===== src/rtl/uart_tx_fifo.sv =====
// uart_tx_fifo: 8N1 UART transmitter fed by the core's 9-bit uart_out bus.
// Strobed bytes are queued in a small circular FIFO and sent LSB first.
// back-to-back frames follow each other with no idle cycle in between.
module uart_tx_fifo #(
  parameter int CLKS_PER_BIT = 16,
  parameter int FIFO_DEPTH   = 8
) (
  input  logic                          clock,
  input  logic                          reset_n,
  input  logic [8:0]                    uart_in,
  output logic                          tx,
  output logic                          busy,
  output logic                          full,
  output logic [$clog2(FIFO_DEPTH):0]   count,
  output logic                          overflow
);

  localparam int AW = $clog2(FIFO_DEPTH);
  localparam int CW = AW + 1;
  localparam logic [15:0]   BC_LAST = 16'(CLKS_PER_BIT - 1);
  localparam logic [CW-1:0] DEPTH_C = CW'(FIFO_DEPTH);

  typedef enum logic [1:0] {
    IDLE  = 2'd0,
    START = 2'd1,
    DATA  = 2'd2,
    STOP  = 2'd3
  } state_t;

  // FIFO storage and bookkeeping
  logic [7:0]    mem [FIFO_DEPTH];
  logic [AW-1:0] wr_ptr_reg;
  logic [AW-1:0] rd_ptr_reg;
  logic [CW-1:0] count_reg;
  logic          overflow_reg;

  // Serializer state
  state_t        state_reg;
  state_t        state_next;
  logic [15:0]   bc_reg;
  logic [15:0]   bc_next;
  logic [2:0]    bit_reg;
  logic [2:0]    bit_next;
  logic [7:0]    shift_reg;
  logic [7:0]    shift_next;
  logic          tx_reg;
  logic          tx_next;

  // Per-cycle handshake decisions
  logic          strobe;
  logic          fifo_empty;
  logic          fifo_full;
  logic          bit_end;
  logic          pop;
  logic          push;
  logic          drop;

  assign strobe     = uart_in[8];
  assign fifo_empty = (count_reg == '0);
  assign fifo_full  = (count_reg == DEPTH_C);
  assign bit_end    = (bc_reg == BC_LAST);

  // A pop loads the next frame: either from idle, or on the final stop
  // cycle so the next start bit follows with no gap.
  assign pop  = !fifo_empty &&
                ((state_reg == IDLE) || ((state_reg == STOP) && bit_end));
  // A full FIFO still accepts a byte when the head leaves on the same edge.
  assign push = strobe && (!fifo_full || pop);
  assign drop = strobe && !push;

  // FIFO data write; contents need no reset.
  always_ff @(posedge clock) begin
    if (push) begin
      mem[wr_ptr_reg] <= uart_in[7:0];
    end
  end

  // FIFO pointers, occupancy and sticky overflow flag.
  always_ff @(posedge clock or negedge reset_n) begin
    if (!reset_n) begin
      wr_ptr_reg   <= '0;
      rd_ptr_reg   <= '0;
      count_reg    <= '0;
      overflow_reg <= 1'b0;
    end else begin
      if (push) begin
        wr_ptr_reg <= wr_ptr_reg + AW'(1);
      end
      if (pop) begin
        rd_ptr_reg <= rd_ptr_reg + AW'(1);
      end
      case ({push, pop})
        2'b10:   count_reg <= count_reg + CW'(1);
        2'b01:   count_reg <= count_reg - CW'(1);
        default: count_reg <= count_reg;
      endcase
      if (drop) begin
        overflow_reg <= 1'b1;
      end
    end
  end

  // Serializer next-state logic; tx is computed from the next state so the
  // line register changes on the same edge as the state.
  always_comb begin
    state_next = state_reg;
    bc_next    = bc_reg;
    bit_next   = bit_reg;
    shift_next = shift_reg;
    tx_next    = 1'b1;

    case (state_reg)
      IDLE: begin
        bc_next = '0;
        if (pop) begin
          state_next = START;
          shift_next = mem[rd_ptr_reg];
        end
      end

      START: begin
        if (bit_end) begin
          state_next = DATA;
          bc_next    = '0;
          bit_next   = '0;
        end else begin
          bc_next = bc_reg + 16'd1;
        end
      end

      DATA: begin
        if (bit_end) begin
          bc_next    = '0;
          shift_next = {1'b0, shift_reg[7:1]};
          bit_next   = bit_reg + 3'd1;
          if (bit_reg == 3'd7) begin
            state_next = STOP;
          end
        end else begin
          bc_next = bc_reg + 16'd1;
        end
      end

      STOP: begin
        if (bit_end) begin
          bc_next = '0;
          if (pop) begin
            state_next = START;
            shift_next = mem[rd_ptr_reg];
          end else begin
            state_next = IDLE;
          end
        end else begin
          bc_next = bc_reg + 16'd1;
        end
      end

      default: begin
        state_next = IDLE;
        bc_next    = '0;
      end
    endcase

    case (state_next)
      START:   tx_next = 1'b0;
      DATA:    tx_next = shift_next[0];
      default: tx_next = 1'b1;
    endcase
  end

  // Serializer state register; reset forces the line high immediately.
  always_ff @(posedge clock or negedge reset_n) begin
    if (!reset_n) begin
      state_reg <= IDLE;
      bc_reg    <= '0;
      bit_reg   <= '0;
      shift_reg <= '0;
      tx_reg    <= 1'b1;
    end else begin
      state_reg <= state_next;
      bc_reg    <= bc_next;
      bit_reg   <= bit_next;
      shift_reg <= shift_next;
      tx_reg    <= tx_next;
    end
  end

  assign tx       = tx_reg;
  assign busy     = (state_reg != IDLE) || !fifo_empty;
  assign full     = fifo_full;
  assign count    = count_reg;
  assign overflow = overflow_reg;

endmodule


===== config.mk =====
export PLATFORM = sky130hd
export DESIGN_NAME = uart_tx_fifo
export DESIGN_NICKNAME = d
export VERILOG_FILES = /design/src/rtl/uart_tx_fifo.sv
export SDC_FILE = /design/constraint.sdc
export NUM_CORES = 1
export LEC_CHECK = 0
export CAP_MARGIN = 20
export CORE_MARGIN = 3
export CORE_UTILIZATION = 28
export DETAILED_ROUTE_END_ITERATION = 12
export SYNTH_ARGS = -nofsm -noshare
export SYNTH_HDL_FRONTEND = slang
export SYNTH_SLANG_ARGS = --single-unit

===== constraint.sdc =====
create_clock -name clock -period 4.65 [get_ports clock]
set_clock_uncertainty 0.1 [all_clocks]
set_input_delay 0.465 -clock clock [delete_from_list [all_inputs] [get_ports clock]]
set_output_delay 0.465 -clock clock [all_outputs]
set_load 0.03 [all_outputs]

==> impl_metrics.toml <==
[global_route]
grt_antenna_before_repair = 0
grt_start_max_net_pins = 42
grt_pass1_vias = 2923
overflow = 0
grt_pass1_wl_um = 15100
grt_usage = 0.106

[drt]
ant_nets = 0
via_per_inst = 4.71
wl_um = 8950
route.detailed.drc = 0
vias = 2800
drt_iter0_markers = 169
post_drt_wl_per_cell_um = 15.1
drt_first_pass_iters = 4

[sta]
tightest_slew_ns = 0.955
whs_ns = 0.162
fin_ws_ns = 1.54
fmax_ghz = 0.322
rsz0062_at_grt = "false"
min_period_ns = 3.11
fin_tns_setup_ns = 0
finalHoldViolCount = 0
drv_slew = 0
max-slew-margin-rel = 0.363
finalSetupViolCount = 0
period_share = 0.668

[pwr]
intPower_uw = 2100
vdd_drop_max_mv = 0.387
power.share.sequential = 0.437
comb_power_share = 0.311
p_clk_frac = 0.253
finalPower_uw = 3160
leakage_uw = 0.00204
p_per_area_nw_per_um2 = 570
switching_share = 0.337
power.switching_uw = 1060

[setup_path]
rr_endpoint = "count[3]$_DFFE_PN0P_"
crit-reg2reg-launch = "bc_reg[9]$_DFF_PN0_"
crit_path_max_fanout = 5
arrival_ns = 3.25
rr_worst_depth = 10
rrSetupSlack_ns = 1.54
critPathLaunchType = "register"
crit_path_end_kind = "register"
required_ns = 4.79
setup.worst_path.class = "register to register"

[clock_tree]
cts_buffers = 9
clock-root-buffer = "clkbuf_16"
cts_tree = "done"
cts_buffer_depth = 2
cts.sinks = 105
hold_buffers = 0
post_cts_resize_count = 0
insertion_delay_ns = 0.35
htree_num_levels = 3
path_clk_slew_ns = 0.07
postCtsSetupBuffers = 0

[synth]
synthFlopType = "edfxtp_1"
synth.avg_cell_area_um2 = 13.8
synth_area_um2 = 4780
synth_fp_nets = 371
synth_seq_area_share = 0.617
async_flop_share = 0.390
synthCells = 346
yosys_register_bits = 105
synth_edf_count = 64
synth_cell_type_count = 56
yosysWarnings = 0

[final_layout]
mostFrequentLayoutCells = "edfxtp_1, dfrtp_1, nor2_1"
final_common_cell = "edfxtp_1"
antenna_cells = 0
n_fill_cell = 1619
syn2layout_area_growth_pct = 16.0
drive_gt1_frac = 0.131
fin_nets = 394
largest_register_ffs = 64

[die]
fp.dieArea_um2 = 18700
die_h_um = 137
core_area_um2 = 16600
die_w_um = 137
row_count = 47
ios = 19
start_util = 0.287

[place]
dp.final_hpwl_um = 5970
place.gp.congestion = 0.759
dp_slack_ns = 1.11
io_buffer_count = 18

[hold_path]
hp-class = "input pin to async pin"

[outcome]
status = "finished clean"

[run]
cap_violations = 0
==> how the worst max path moves through the flow <==
stage | slack [ns] | endpoint | startpoint
2_1_floorplan | 1.95 | count[3]$_DFFE_PN0P_ | bc_reg[4]$_DFF_PN0_
3_3_place_gp | 1.23 | count[3]$_DFFE_PN0P_ | bc_reg[9]$_DFF_PN0_
3_5_place_dp | 1.11 | count[3]$_DFFE_PN0P_ | bc_reg[9]$_DFF_PN0_
4_1_cts | 1.09 | count[3]$_DFFE_PN0P_ | bc_reg[9]$_DFF_PN0_
5_1_grt | 1.25 | count[3]$_DFFE_PN0P_ | bc_reg[4]$_DFF_PN0_
6_report | 1.54 | count[3]$_DFFE_PN0P_ | bc_reg[9]$_DFF_PN0_
==> synth_stat cells (all sizes together) (2+ instances only) <==
master / count / share of area
a21o: 2 / 0.0031
o21ai: 12 / 0.013
nor4: 8 / 0.014
or3: 3 / 0.0039
xor2: 6 / 0.011
edfxtp: 64 / 0.40
mux2: 4 / 0.0094
nand3: 7 / 0.0073
and4: 2 / 0.0037
inv: 12 / 0.0094
mux4: 15 / 0.071
dfrtp: 40 / 0.21
clkbuf: 6 / 0.0047
a22oi: 2 / 0.0031
a21oi: 9 / 0.0094
and2: 3 / 0.0042
buf: 3 / 0.0029
nand4: 3 / 0.0039
nor3: 8 / 0.0084
or4: 5 / 0.010
mux2i: 14 / 0.030
nand2b: 4 / 0.0052
nand2: 22 / 0.017
and3: 2 / 0.0026
o2bb2ai: 3 / 0.0055
a211oi: 6 / 0.0094
nor2: 35 / 0.027
xnor2: 14 / 0.026
ha: 13 / 0.034
==> worst max-delay path: stages (launching register included) <==
cell and delay, ns:
dfrtp_1 0.44, nor4_1 0.59, a41oi_1 0.36, or3_1 0.45, inv_2 0.09, ha_1 0.23, a21o_1 0.17, a21o_1 0.18
nor4_1 0.17, a31oi_1 0.08, xnor2_1 0.13
==> cell type report <==
class                      count  area [um2]  area share
clock buffer                  10         229      0.0413
clock inverter                 6        81.3      0.0147
inverter                      12        45.0     0.00812
multi-input combinational    220        1760       0.318
sequential                   105        2950       0.532
tap                          220         275      0.0496
timing repair buffer          21         205      0.0370
==> logic make-up after synthesis <==
group                      after synthesis  share of synthesized area
AOI/OAI and AO/OA                       46                     0.0649
buffers and inverters                   21                     0.0170
DFF                                    105                      0.617
xor gates and xnor gates                20                     0.0366
muxes                                   33                      0.110
adders and majority gates               14                     0.0382
and+or+nand+nor                        107                      0.116
==> through the flow <==
step / utilization / cell area [um2] / std cells
2_1_floorplan: - / 4780 / 346
3_3_place_gp: 0.313 / 5210 / 576
3_5_place_dp: 0.313 / 5210 / 576
4_1_cts: 0.332 / 5520 / 592
5_1_grt: 0.333 / 5550 / 594
6_report: 0.333 / 5550 / 594
==> power by group through the flow <==
stage | combinational (uW) | sequential [uW] | clock [uW]
4_1_cts | 965 | 1410 | 817
3_5_place_dp | 960 | 1430 | 0
6_report | 983 | 1380 | 799
3_3_place_gp | 946 | 1420 | 0
5_1_grt | 1100 | 1420 | 855
2_1_floorplan | 736 | 1350 | 0
==> layer usage <==
layer | GRT usage | vias to the layer above | share of wire
met5 | 0 | - | 0
met4 | 0.0375 | 0 | 0.013
met3 | 0.0279 | 8 | 0.028
met2 | 0.174 | 38 | 0.49
met1 | 0.135 | 1407 | 0.47
li1 | - | 1347 | -
Power figures use the tool's default switching activity.
